`src/rtl/mac_send_arbiter.sv`:
```
// mac_send_arbiter: round-robin share of the TX MAC among ARP/ICMP/UDP.
// Optional frame-length watchdog is built when TX_WATCHDOG_EN is defined.
module mac_send_arbiter #(
  parameter int IFG_CYCLES      = 12,
  parameter int MAX_FRAME_BYTES = 1518
) (
  input  logic       clock,
  input  logic       reset_n,
  input  logic [2:0] req,
  input  logic [2:0] valid,
  input  logic [7:0] data0,
  input  logic [7:0] data1,
  input  logic [7:0] data2,
  output logic [2:0] grant,
  output logic       tx_enable,
  output logic [7:0] tx_data,
  output logic       busy,
  output logic       wd_abort,
  output logic [3:0] arb_state
);

  localparam logic [3:0] ST_IDLE  = 4'd1;
  localparam logic [3:0] ST_GRANT = 4'd2;
  localparam logic [3:0] ST_SEND  = 4'd4;
  localparam logic [3:0] ST_GAP   = 4'd8;

  localparam int I_IDLE  = 0;
  localparam int I_GRANT = 1;
  localparam int I_SEND  = 2;
  localparam int I_GAP   = 3;

  localparam logic [7:0] GAP_LOAD = 8'(IFG_CYCLES - 1);

  logic [3:0] state;
  logic [3:0] state_nxt;
  logic [1:0] last;
  logic [1:0] last_nxt;
  logic [1:0] pick;
  logic [2:0] pick_hot;
  logic [2:0] grant_nxt;
  logic       tx_en_nxt;
  logic [7:0] tx_data_nxt;
  logic [7:0] gap_cnt;
  logic [7:0] gap_nxt;
  logic [7:0] data_g;
  logic       valid_g;
  logic       req_g;
  logic       gap_done;
  logic       wd_hit;

  assign valid_g  = |(valid & grant);
  assign req_g    = |(req & grant);
  assign data_g   = ({8{grant[0]}} & data0)
                  | ({8{grant[1]}} & data1)
                  | ({8{grant[2]}} & data2);
  assign gap_done = (gap_cnt == 8'd0);
  assign pick_hot = 3'b001 << pick;

  assign busy      = ~state[I_IDLE];
  assign arb_state = state;

  // round-robin: first requester at or after last+1 (mod 3)
  always_comb begin
    pick = last;
    case (last)
      2'd0: begin
        if (req[1])      pick = 2'd1;
        else if (req[2]) pick = 2'd2;
        else             pick = 2'd0;
      end
      2'd1: begin
        if (req[2])      pick = 2'd2;
        else if (req[0]) pick = 2'd0;
        else             pick = 2'd1;
      end
      default: begin
        if (req[0])      pick = 2'd0;
        else if (req[1]) pick = 2'd1;
        else             pick = 2'd2;
      end
    endcase
  end

  // state register
  always_ff @(posedge clock) begin
    if (!reset_n) state <= ST_IDLE;
    else          state <= state_nxt;
  end

  // next-state decode
  always_comb begin
    state_nxt = state;
    unique case (1'b1)
      state[I_IDLE]: begin
        if (|req) state_nxt = ST_GRANT;
      end
      state[I_GRANT]: begin
        if (valid_g)     state_nxt = ST_SEND;
        else if (!req_g) state_nxt = ST_IDLE;
      end
      state[I_SEND]: begin
        if (wd_hit || !valid_g) state_nxt = ST_GAP;
      end
      state[I_GAP]: begin
        if (gap_done) state_nxt = ST_IDLE;
      end
      default: state_nxt = ST_IDLE;
    endcase
  end

  // next values of grant, MAC byte path and gap counter
  always_comb begin
    grant_nxt   = grant;
    last_nxt    = last;
    tx_en_nxt   = 1'b0;
    tx_data_nxt = tx_data;
    gap_nxt     = gap_cnt;
    unique case (1'b1)
      state[I_IDLE]: begin
        if (|req) begin
          grant_nxt = pick_hot;
          last_nxt  = pick;
        end
      end
      state[I_GRANT]: begin
        if (valid_g) begin
          tx_en_nxt   = 1'b1;
          tx_data_nxt = data_g;
        end else if (!req_g) begin
          grant_nxt = 3'b000;
        end
      end
      state[I_SEND]: begin
        tx_data_nxt = data_g;
        if (wd_hit || !valid_g) begin
          grant_nxt = 3'b000;
          gap_nxt   = GAP_LOAD;
        end else begin
          tx_en_nxt = 1'b1;
        end
      end
      state[I_GAP]: begin
        if (!gap_done) gap_nxt = gap_cnt - 8'd1;
      end
      default: grant_nxt = 3'b000;
    endcase
  end

  // registered outputs and arbitration history
  always_ff @(posedge clock) begin
    if (!reset_n) begin
      grant     <= 3'b000;
      last      <= 2'd2;
      tx_enable <= 1'b0;
      tx_data   <= 8'h00;
      gap_cnt   <= 8'd0;
    end else begin
      grant     <= grant_nxt;
      last      <= last_nxt;
      tx_enable <= tx_en_nxt;
      tx_data   <= tx_data_nxt;
      gap_cnt   <= gap_nxt;
    end
  end

`ifdef TX_WATCHDOG_EN
  logic [10:0] byte_cnt;

  assign wd_hit = state[I_SEND] & valid_g
                & (byte_cnt == 11'(MAX_FRAME_BYTES));

  // bytes already handed to the MAC in this frame
  always_ff @(posedge clock) begin
    if (!reset_n)       byte_cnt <= 11'd0;
    else if (tx_en_nxt) byte_cnt <= byte_cnt + 11'd1;
    else                byte_cnt <= 11'd0;
  end

  // one-cycle truncation flag
  always_ff @(posedge clock) begin
    if (!reset_n) wd_abort <= 1'b0;
    else          wd_abort <= wd_hit;
  end
`else
  // no length limit: frames of any length pass untouched
  assign wd_hit   = (MAX_FRAME_BYTES < 0);
  assign wd_abort = 1'b0;
`endif

endmodule
```
`config.mk`:
```
export PLATFORM = sky130hd
export DESIGN_NAME = mac_send_arbiter
export DESIGN_NICKNAME = d
export VERILOG_FILES = /design/src/rtl/mac_send_arbiter.sv
export SDC_FILE = /design/constraint.sdc
export NUM_CORES = 1
export LEC_CHECK = 0
export BUFFER_PORTS_ARGS = -buffer_cell sky130_fd_sc_hd__buf_2
export CELL_PAD_IN_SITES_DETAIL_PLACEMENT = 2
export CELL_PAD_IN_SITES_GLOBAL_PLACEMENT = 2
export CORE_ASPECT_RATIO = 1.2
export CORE_MARGIN = 2
export CORE_UTILIZATION = 31
export CTS_BUF_LIST = sky130_fd_sc_hd__clkbuf_4
export DETAILED_ROUTE_END_ITERATION = 10
export GPL_TIMING_DRIVEN = 0
export PLACE_DENSITY_LB_ADDON = 0.1
export SLEW_MARGIN = 5
export SYNTH_ARGS = -nofsm -noshare
export SYNTH_HDL_FRONTEND = slang
export SYNTH_SLANG_ARGS = --single-unit
export TNS_END_PERCENT = 50
```
`constraint.sdc`:
```
create_clock -name clock -period 2.79 [get_ports clock]
set_clock_uncertainty 0.05 [all_clocks]
set_input_delay 0 -clock clock [delete_from_list [all_inputs] [get_ports clock]]
set_output_delay 0 -clock clock [all_outputs]
set_load 0.03 [all_outputs]
```
# Yosys cells after proc, flatten, opt, wreduce, memory -nomap -nowiden
# Index checks and enable logic that the tools add are counted.
[word_totals] latchBits=0 wordCells=61 input_bits=32 ramBits=0 output_inout_bits=18 register_bits=26 n_memories=0 rom_bits=0
[op_classes] n_reduce_logical=13 order_cmp=0 eq_ne=7 n_mux=24 multipliers=0 bitwise=9 shifts=1 n_addsub=1 div=0
[ops] op="$pmux W8 S2" count=2
[ops] op="$and A8 B8 Y8" count=3
[ops] op="$mux W8" count=3
[ops] op="$or A8 B8 Y8" count=2
[ops] op="$pmux W4 S4" count=1
[ops] op="$mux W3" count=5
[ops] op="$mux W2" count=7
[ops] op="$pmux W3 S4" count=1
[ops] op="$reduce_or A3 Y1" count=3
[ops] op="$logic_not A8 Y1" count=1
[ops] op="$mux W4" count=2
[ops] op="$ne A2 B2 Y1 const B" count=4
[ops] op="$sub A8 B1 Y8 const B" count=1
[ops] op="$and A3 B3 Y3" count=2
[ops] op="$reduce_and A2 Y1" count=3
[ops] op="$reduce_and A5 Y1" count=1
[ops] op="$ne A2 B1 Y1 const B" count=2
[ops] op="$pmux W2 S2" count=1
[ops] op="$reduce_bool A2 Y1" count=2
[ops] op="$reduce_and A3 Y1" count=1
[ops] op="$shl A1 B2 Y3 const A" count=1
[ops] op="$eq A2 B1 Y1 const B" count=1
[ops] op="$logic_not A2 Y1" count=1
[ops] op="$mux W1" count=2
[ops] op="other kinds (2)" count=3

# Longest topological paths before layout
# Gate-level depths: netlist (run 1).
[depth] ltp_word=6 depth_mapped=6

# Least setup slack after synthesis (run 1)
# OpenSTA, ideal clock, no wires.
[synth_path] kind="reg2reg" start="register state[2], in the netlist arb_state[2]" end="register tx_data[0]" t_required_ns=2.654 stages_incl_launch_ff=7 path_buffers=2 period_less_slack_ns=1.737 slack_ns=1.053 arrival_ns=1.602 cell_sequence="dfxtp_1 > buf_2 > nor2_1 > a21oi_1 > buf_2 > nor2_1 > a211oi_1"
[synth_between] elab_chain_cells=2
[synth_lines] element="from (decl)" line_no="34" source="logic [3:0] state;"
[synth_lines] element="from (signal assigned)" line_no="87" source="else state <= state_nxt;"
[synth_lines] element="$reduce_bool A2 Y1 (no line)"
[synth_lines] element="$reduce_and A2 Y1 (no line)"
[synth_lines] element="to (signal assigned)" line_no="161" source="tx_data <= tx_data_nxt;"
[synth_lines] element="to (decl)" line_no="16" source="output logic [7:0] tx_data,"
# Several ways; a longest one is shown, not always the timed one.
# A chain may end at the register's enable or synchronous reset.

# Worst setup path in the final report (run 1)
[layout_path] start="register gap_cnt[0]" end="register gap_cnt[2]"
[layout_between] elab_chain_cells=3
[layout_lines] element="from (decl)" line_no="43" source="logic [7:0] gap_cnt;"
[layout_lines] element="from (signal assigned)" line_no="162" source="gap_cnt <= gap_nxt;"
[layout_lines] element="$sub A8 B1 Y8 or $logic_not A8 Y1 (tied branches)" line_no="143, 56"
[layout_lines] element="$mux W8 or $ne A2 B2 Y1 (tied branches)"
[layout_lines] element="$pmux W8 S2 or $reduce_and A3 Y1 (tied branches)"
# Several ways; a longest one is shown, not always the timed one. The select of a mux whose other input is x is not followed.

==> flow_metrics.py, run 1 <==
metrics = {
    "worst_setup_path": {
        "endpoint_kind": "flop",
        "start_kind": "flop",
        "crit_required_ns": 3.01,
        "r2r-end": "gap_cnt[2]",
        "crit_slowest_cell": "nor4b_2",
        "crit_path_max_fanout": 7,
        "r2r_slack_ns": 0.79,
        "cp.arrival_ns": 2.22,
        "critical-path-max-stage-delay_ns": 0.52,
        "crit_path_cell_trace": "inv_1, ha_1, nor4b_2, nand3_1, nand3_1, mux2i_1",
        "setup.worst_path.class": "flop to flop",
        "ff2ff_path_depth": 6,
        "cp_common_cell": "nand3_1",
        "rr_startpoint": "gap_cnt[0]",
    },
    "global_routing": {
        "gr-total-overflow": 0,
        "grt_pass1_wl_um": 8000,
        "grt_max_degree": 16,
        "grt_pass1_vias": 1646,
        "grt_usage_pct": 20.1,
        "grt_antenna_before_repair": 0,
    },
    "yosys": {
        "synth_top_area_share_pct": 38.0,
        "synth_top_cell_by_area": "dfxtp_1",
        "synth-adder-area-share_pct": 1.83,
        "ys_types": 35,
        "muxShareOfSynthArea_pct": 8.87,
        "synth_cells": 159,
        "ys_ff_latch": 26,
        "synth_top_family_by_area": "compound AO/OA/AOI/OAI gates",
        "synth-xor-area-share_pct": 0,
        "seq_area_frac_synth_pct": 38.0,
        "synth-compound-area-share_pct": 24.7,
        "synth.area.top_cells": "dfxtp_1, mux2i_1, a222oi_1, a211oi_1, nand2b_1",
        "syn_nets": 193,
        "netlist_area_mm2": 0.00137,
        "yosys.area_share.simple_pct": 20.5,
        "yosysWarnings": 0,
        "avgSynthCellArea_um2": 8.61,
    },
    "clocking": {
        "root_buffer": "clkbuf_4",
        "cts_setup_buffers": 0,
        "htree_levels": 1,
        "clock_sinks": 26,
        "cts.path.max_buffers": 2,
        "postCtsHoldBufs": 4,
        "cts_tree": "done",
        "cts_buffers": 3,
        "clk_pin_slew_worst_paths_ns": 0.16,
        "worstSkewPairLatency_ns": 0.33,
        "cts_resized": 0,
    },
    "detailed_routing": {
        "routed.top_layer": "met3",
        "wl_met2_um": 2660,
        "viasPerCell": 5.56,
        "wl_met3_um": 167,
        "num_vias": 1500,
        "wl_met1_um": 1820,
        "wl_per_cell_um": 17.2,
        "drt_pass1_iterations": 4,
        "ant_nets": 0,
        "drt_iter0_markers": 80,
        "wirelength_um": 4640,
        "drcViolationCount": 0,
    },
    "power": {
        "pwr_density_cell_mw_per_mm2": 663,
        "p_leak_nw": 0.796,
        "ir_drop_mv": 0.272,
    },
    "timing": {
        "max_freq_ghz": 0.500,
        "finalHoldViolCount": 0,
        "setup-tns-final_ns": 0,
        "drv_slew": 0,
        "slew_headroom_pct": 44.3,
        "hold_slack_ns": 0.00448,
        "worst_pin_slew_ns": 0.831,
        "setup_viol": 0,
        "rsz0062_at_grt": "false",
        "layout_min_cycle_time_ns": 2.00,
        "setup_ws_ns": 0.788,
        "period_share_pct": 71.8,
    },
    "floorplan": {
        "die_h_um": 76.8,
        "ios": 50,
        "core_mm2": 0.00426,
        "dieArea_mm2": 0.00497,
        "fp.dieW_um": 64.7,
        "core.rowCount": 26,
        "start_util_pct": 32.1,
    },
    "placed_design": {
        "portBuffers": 47,
        "dp_hpwl_um": 3590,
        "pre_cts_ws_ns": 0.727,
        "place_congestion": 0.825,
    },
    "final_layout": {
        "antenna_cells": 0,
        "drive_gt1_share_pct": 28.0,
        "layout_commonest_cell": "buf_2",
        "final_cell_mix": "buf_2, dfxtp_1, nand2_1",
        "area_growth_pct": 29.1,
        "fin_nets": 249,
    },
    "hold_path": {
        "hold_path.startpoint": "data2[6]",
        "hold_path_class": "input pin to flop",
        "hold_path_end": "tx_data[6]",
        "whs_path_depth": 3,
    },
    "outcome": {
        "outcome": "finished, final reports clean",
    },
    "run": {
        "maxCapViolations": 0,
    },
}
==> report_power, final <==
| part | internal [mW] | switching [mW] | leakage [nW] |
|---|---|---|---|
| Combinational | 0.161 | 0.277 | 0.556 |
| Sequential | 0.421 | 0.0425 | 0.213 |
| Clock | 0.145 | 0.123 | 0.0279 |
| Total | 0.728 | 0.443 | 0.796 |
==> registers in the layout, summed over array words and instances, names as in the netlist <==
name	flops
grant	3
last	2
tx_enable	1
tx_data	8
arb_state	4
gap_cnt	8
==> critical path: cells and delay by family, from the launching register on <==
kind / cells / cell delay (ns)
adder cells (fa/ha/maj): 1 / 0.19
buffers and inverters: 1 / 0.14
flip-flops: 1 / 0.35
multiplexers: 1 / 0.20
AND/OR/NAND/NOR: 3 / 1.01
==> kinds of logic (layout without fill, tap and decap cells) <==
| kind of cell | count (synthesis) | in the layout |
|---|---|---|
| other | 1 | 1 |
| buffers and inverters | 19 | 74 |
| adders and majority gates | 2 | 2 |
| AOI/OAI and AO/OA | 44 | 44 |
| and+or+nand+nor | 55 | 55 |
| DFF | 26 | 26 |
| muxes | 12 | 12 |
==> cells in the mapped netlist <==
master	instances
dfxtp_1	26
nand2_1	13
nor2_1	12
mux2i_1	11
a211oi_1	10
a222oi_1	9
inv_1	9
nand2b_1	8
a21oi_1	7
nand3_1	7
clkbuf_1	5
buf_2	4
nand4_1	4
nor3_1	4
o21ai_0	4
a21bo_2	2
a221oi_1	2
a22oi_1	2
a31oi_1	2
and3_1	2
ha_1	2
a2111o_1	1
a22o_1	1
and4b_1	1
buf_4	1
conb_1	1
mux2_2	1
nor2b_1	1
nor4_1	1
nor4b_2	1
o211ai_1	1
o21bai_1	1
o311ai_0	1
o41ai_1	1
or3_1	1
==> final cells by class <==
class | instances | area, µm²
flip-flops and latches | 26 | 520
clock buffers | 3 | 22.5
plain buffers | 10 | 46.3
repair buffers | 51 | 275
fillers | 512 | 2490
inverters | 9 | 33.8
multi-input cells | 114 | 768
well taps | 56 | 70.1
clock inverters | 1 | 30.0
==> layer usage <==
layer / vias up / global-route usage, %
met2: 29 / 40.6
met4: 0 / 2.98
met5: - / 0
met3: 0 / 2.64
met1: 763 / 21.9
li1: 708 / -
==> worst max-delay path by stage <==
| stage | from | endpoint | cells past startpoint |
|---|---|---|---|
| floorplan | arb_state[2] | tx_data[0] | 6 |
| global placement | gap_cnt[0] | gap_cnt[6] | 6 |
| detailed placement | gap_cnt[0] | gap_cnt[2] | 6 |
| CTS | gap_cnt[0] | gap_cnt[2] | 6 |
| global route | gap_cnt[0] | gap_cnt[2] | 6 |
| finish | gap_cnt[0] | gap_cnt[2] | 6 |
==> through the flow <==
stage	utilization (%)	power, mW	instance area [µm²]	std cells
finish	41.5	1.17	1770	270
CTS	41.5	1.18	1770	270
global route	41.5	1.25	1770	270
detailed placement	39.3	0.905	1670	262
global placement	39.3	0.882	1670	262
floorplan	-	0.766	1370	159
Power figures use the tool's default switching activity.
==> run 2, diff against run 1 <==
CORE_UTILIZATION = 28   (was 31)
clock period = 1.85 ns   (was 2.79 ns; I/O delays follow)
==> run 2 against run 1 <==
Clock power shrank 2%. Combinational power grew 64%. Die area grew 10%. Design area grew 2.6%. Sequential share of layout area shrank 0.34 points. Worst hold slack gained 0.0091 ns. First-iteration DRC count shrank 44%. Critical endpoint is now gap_cnt[0].
==> flow_metrics.py, run 2 (synthesis results as in run 1) <==
metrics = {
    "floorplan": {
        "start_util_pct": 29.4,
        "dieArea_mm2": 0.00547,
        "core.rowCount": 27,
        "core_mm2": 0.00466,
        "die_h_um": 80.6,
        "fp.dieW_um": 67.8,
        "ios": 50,
    },
    "final_layout": {
        "nFillCells": 553,
        "antenna_cells": 0,
        "design_area_mm2": 0.00181,
        "drive_gt1_share_pct": 34.0,
        "finalNonFillerCells": 273,
        "final_cell_mix": "buf_2, dfxtp_1, nand2_1",
        "register_area_um2": 528,
        "area_growth_pct": 32.4,
        "layout_commonest_cell": "buf_2",
        "fin_nets": 250,
        "multiInputGateArea_um2": 826,
    },
    "worst_setup_path": {
        "crit_path_max_fanout": 5,
        "setup.worst_path.class": "flop to flop",
        "start_kind": "flop",
        "cp.arrival_ns": 1.94,
        "endpoint_kind": "flop",
        "crit_required_ns": 2.03,
    },
    "power": {
        "total_power_mw": 1.69,
        "swShare_pct": 41.0,
        "pwr_density_cell_mw_per_mm2": 931,
        "power_frac_seq_pct": 41.6,
        "clkPwrFrac_pct": 15.6,
        "p_leak_nw": 0.814,
        "internal-power_uw": 996,
        "ir_drop_mv": 0.309,
        "comb_power_share_pct": 42.8,
        "switching_power_uw": 691,
    },
    "detailed_routing": {
        "drt_pass1_iterations": 5,
        "drt_iter0_markers": 45,
        "viasPerCell": 5.45,
        "wirelength_um": 4910,
        "drcViolationCount": 0,
        "num_vias": 1489,
        "wl_per_cell_um": 18.0,
        "ant_nets": 0,
    },
    "placed_design": {
        "dp_hpwl_um": 3690,
        "placed_area_mm2": 0.00168,
        "place_congestion": 0.797,
        "portBuffers": 47,
        "place_inst": 264,
    },
    "global_routing": {
        "grt_pass1_vias": 1557,
        "gr-total-overflow": 0,
        "grt_max_degree": 15,
        "grt_antenna_before_repair": 0,
        "grt_usage_pct": 18.8,
        "grt_pass1_wl_um": 7760,
    },
    "timing": {
        "period_share_pct": 95.5,
        "worst_pin_slew_ns": 0.611,
        "layout_min_cycle_time_ns": 1.77,
        "finalHoldViolCount": 0,
        "slew_headroom_pct": 58.7,
        "drv_slew": 0,
        "max_freq_ghz": 0.566,
        "setup_viol": 0,
        "setup-tns-final_ns": 0,
        "rsz0062_at_grt": "true",
    },
    "clocking": {
        "cts_tree": "done",
        "clock_sinks": 26,
        "cts_buffers": 3,
        "root_buffer": "clkbuf_4",
        "htree_levels": 1,
        "worstSkewPairLatency_ns": 0.33,
        "clk_pin_slew_worst_paths_ns": 0.16,
        "cts.path.max_buffers": 2,
    },
    "run": {
        "maxCapViolations": 0,
    },
    "outcome": {
        "outcome": "finished, final reports clean",
    },
    "hold_path": {
        "hold_path_class": "input pin to flop",
    },
}
run 2: worst paths after layout:
path | from | endpoint | slack (ns) | depth (start not counted)
hold reg to reg | last[0] | last[0] | 0.45 | 2
setup / recovery | gap_cnt[0] | gap_cnt[0] | 0.08 | 6
hold / removal | data2[4] | tx_data[4] | 0.01 | 3
setup reg to reg | gap_cnt[0] | gap_cnt[0] | 0.08 | 6
run 2: area by class of cell:
cell class | count | area share (%)
Buffer | 10 | 2.69
Tap cell | 58 | 4.00
Clock inverter | 1 | 0.207
Timing Repair Buffer | 52 | 15.2
Sequential cell | 26 | 29.1
Multi-Input combinational cell | 114 | 45.5
Inverter | 9 | 2.00
Clock buffer | 3 | 1.24
run 2: critical path: stages (launching register included):
cell      delay (ns)
dfxtp_4         0.40
inv_4           0.09
ha_4            0.14
nor4b_4         0.34
a21oi_1         0.13
a21bo_2         0.24
a221oi_1        0.28
run 2: what timing repair did:
action,in CTS,in global routing
hold buffers,1,0
hold endpoints to repair,6,0
buffers inserted,4,1
endpoints found under the setup margin,21,12
pin swaps,1,3
gates resized for setup,7,11
run 2: per-layer routing:
metal	global-route usage, %	vias up	share of wire (%)
met4	3.00	0	0.73
met5	0	-	0
li1	-	711	-
met2	35.7	34	54
met3	2.24	4	3.5
met1	22.3	740	42
run 2: stage by stage:
| stage | hold WS [ns] | util, % | worst slack [ns] |
|---|---|---|---|
| 2_1_floorplan | 0.175 | - | 0.113 |
| 5_1_grt | 0.0194 | 38.9 | -0.0785 |
| 6_report | 0.0136 | 38.9 | 0.0829 |
| 4_1_cts | 0.000735 | 38.1 | 0.0121 |
| 3_5_place_dp | 0.240 | 36.0 | -0.279 |
| 3_3_place_gp | 0.232 | 36.0 | -0.112 |
run 2: power groups by stage:
| stage | clock, mW | sequential (mW) | combinational [mW] |
|---|---|---|---|
| after CTS | 0.278 | 0.701 | 0.709 |
| after global placement | 0 | 0.703 | 0.630 |
| after detailed placement | 0 | 0.710 | 0.659 |
| after global routing | 0.300 | 0.714 | 0.785 |
| after floorplan | 0 | 0.806 | 0.350 |
| final | 0.264 | 0.702 | 0.721 |
==> run 3, diff against run 2 <==
MAX_ROUTING_LAYER = met4   (was not set)
==> run 3 against run 2 <==
Worst setup slack improved by 0.0063 ns. Sequential power about the same. Utilization did not move. Critical path type unchanged. Highest routed layer unchanged.
==> flow_metrics.py, run 3 (synthesis results as in run 1) <==
metrics = {
    "timing": {
        "setup_viol": 0,
        "worst_pin_slew_ns": 0.611,
        "rsz0062_at_grt": "true",
        "period_share_pct": 95.2,
        "max_freq_ghz": 0.568,
        "slew_headroom_pct": 58.7,
        "drv_slew": 0,
        "layout_min_cycle_time_ns": 1.76,
        "finalHoldViolCount": 0,
    },
    "clocking": {
        "worstSkewPairLatency_ns": 0.33,
        "clock_sinks": 26,
        "htree_levels": 1,
        "cts_buffers": 3,
        "cts.path.max_buffers": 2,
        "clk_pin_slew_worst_paths_ns": 0.16,
        "root_buffer": "clkbuf_4",
        "cts_tree": "done",
    },
    "detailed_routing": {
        "ant_nets": 0,
        "drt_pass1_iterations": 5,
        "num_vias": 1488,
        "viasPerCell": 5.45,
        "drt_iter0_markers": 43,
        "wirelength_um": 4880,
        "wl_per_cell_um": 17.9,
        "drcViolationCount": 0,
    },
    "power": {
        "clkPwrFrac_pct": 15.6,
        "swShare_pct": 40.9,
        "switching_power_uw": 690,
        "pwr_density_cell_mw_per_mm2": 930,
        "power_frac_seq_pct": 41.6,
        "p_leak_nw": 0.814,
        "ir_drop_mv": 0.309,
        "comb_power_share_pct": 42.8,
        "internal-power_uw": 996,
    },
    "final_layout": {
        "area_growth_pct": 32.4,
        "finalNonFillerCells": 273,
        "fin_nets": 250,
        "layout_commonest_cell": "buf_2",
        "design_area_mm2": 0.00181,
        "final_cell_mix": "buf_2, dfxtp_1, nand2_1",
        "antenna_cells": 0,
        "drive_gt1_share_pct": 34.0,
    },
    "global_routing": {
        "grt_pass1_wl_um": 7760,
        "grt_antenna_before_repair": 0,
        "grt_pass1_vias": 1563,
        "grt_max_degree": 15,
        "gr-total-overflow": 0,
        "grt_usage_pct": 19.3,
    },
    "worst_setup_path": {
        "rr_startpoint": "gap_cnt[0]",
        "cp.arrival_ns": 1.94,
        "crit_required_ns": 2.03,
        "endpoint_kind": "flop",
        "start_kind": "flop",
        "startpoint": "gap_cnt[0]",
        "r2r_slack_ns": 0.09,
        "crit_path_max_fanout": 5,
        "setup.worst_path.class": "flop to flop",
    },
    "placed_design": {
        "place_congestion": 0.809,
        "placed_area_mm2": 0.00168,
        "portBuffers": 47,
        "dp_hpwl_um": 3690,
        "place_inst": 264,
    },
    "floorplan": {
        "core_mm2": 0.00466,
        "die_h_um": 80.6,
        "core.rowCount": 27,
        "fp.dieW_um": 67.8,
        "dieArea_mm2": 0.00547,
        "start_util_pct": 29.4,
        "ios": 50,
    },
    "run": {
        "maxCapViolations": 0,
    },
    "hold_path": {
        "hold_path.startpoint": "data2[4]",
        "hold_path_class": "input pin to flop",
    },
    "outcome": {
        "outcome": "finished, final reports clean",
    },
}
==> run 3: path summary, 6_finish.rpt <==
check,end,cells past startpoint
max,gap_cnt[0],6
min,tx_data[4],3
max reg2reg,gap_cnt[0],6
min reg2reg,last[0],2
==> run 3: stage by stage <==
step / total power [mW] / hold WS, ns / setup slack, ns / setup TNS, ns / utilization (%)
final: 1.69 / 0.0137 / 0.0892 / 0 / 38.9
after floorplan: 1.16 / 0.175 / 0.113 / 0 / -
after detailed placement: 1.37 / 0.240 / -0.279 / -2.49 / 36.0
after global placement: 1.33 / 0.232 / -0.112 / -0.333 / 36.0
after CTS: 1.69 / 0.000735 / 0.0121 / 0 / 38.1
after global routing: 1.80 / 0.0188 / -0.0785 / -0.0913 / 38.9
==> run 3: final cells by class <==
type | instances | area [µm²]
Tap cell | 58 | 72.6
Buffer | 10 | 48.8
Fill cell | 553 | 2850
Clock buffer | 3 | 22.5
Multi-Input combinational cell | 114 | 826
Inverter | 9 | 36.3
Timing Repair Buffer | 52 | 275
Clock inverter | 1 | 3.75
Sequential cell | 26 | 528
==> run 3: repair_timing <==
item | CTS | global route
pin swaps | 1 | 3
setup buffers | 4 | 1
endpoints found under the hold margin | 6 | 0
setup endpoints to repair | 21 | 12
hold buffers | 1 | 0
gates resized for setup | 7 | 11
==> run 3: power by group through the flow <==
stage               sequential (mW)  clock [mW]  combinational [mW]
floorplan                     0.806           0               0.350
global route                  0.714       0.300               0.785
finish                        0.702       0.263               0.721
global placement              0.703           0               0.630
detailed placement            0.710           0               0.659
CTS                           0.701       0.278               0.709
==> run 3: per-layer routing <==
metal	track usage (%)	wire [µm]	up-vias
met4	3.00	36	0
met3	1.68	156	4
met5	-	0	-
met2	35.7	2650	32
li1	-	-	711
met1	22.7	2030	741
==> run 3: worst max-delay path, stage by stage (launching register included) <==
cell and delay, ns:
dfxtp_4 0.40, inv_4 0.09, ha_4 0.14, nor4b_4 0.34
a21oi_1 0.13, a21bo_2 0.24, a221oi_1 0.28
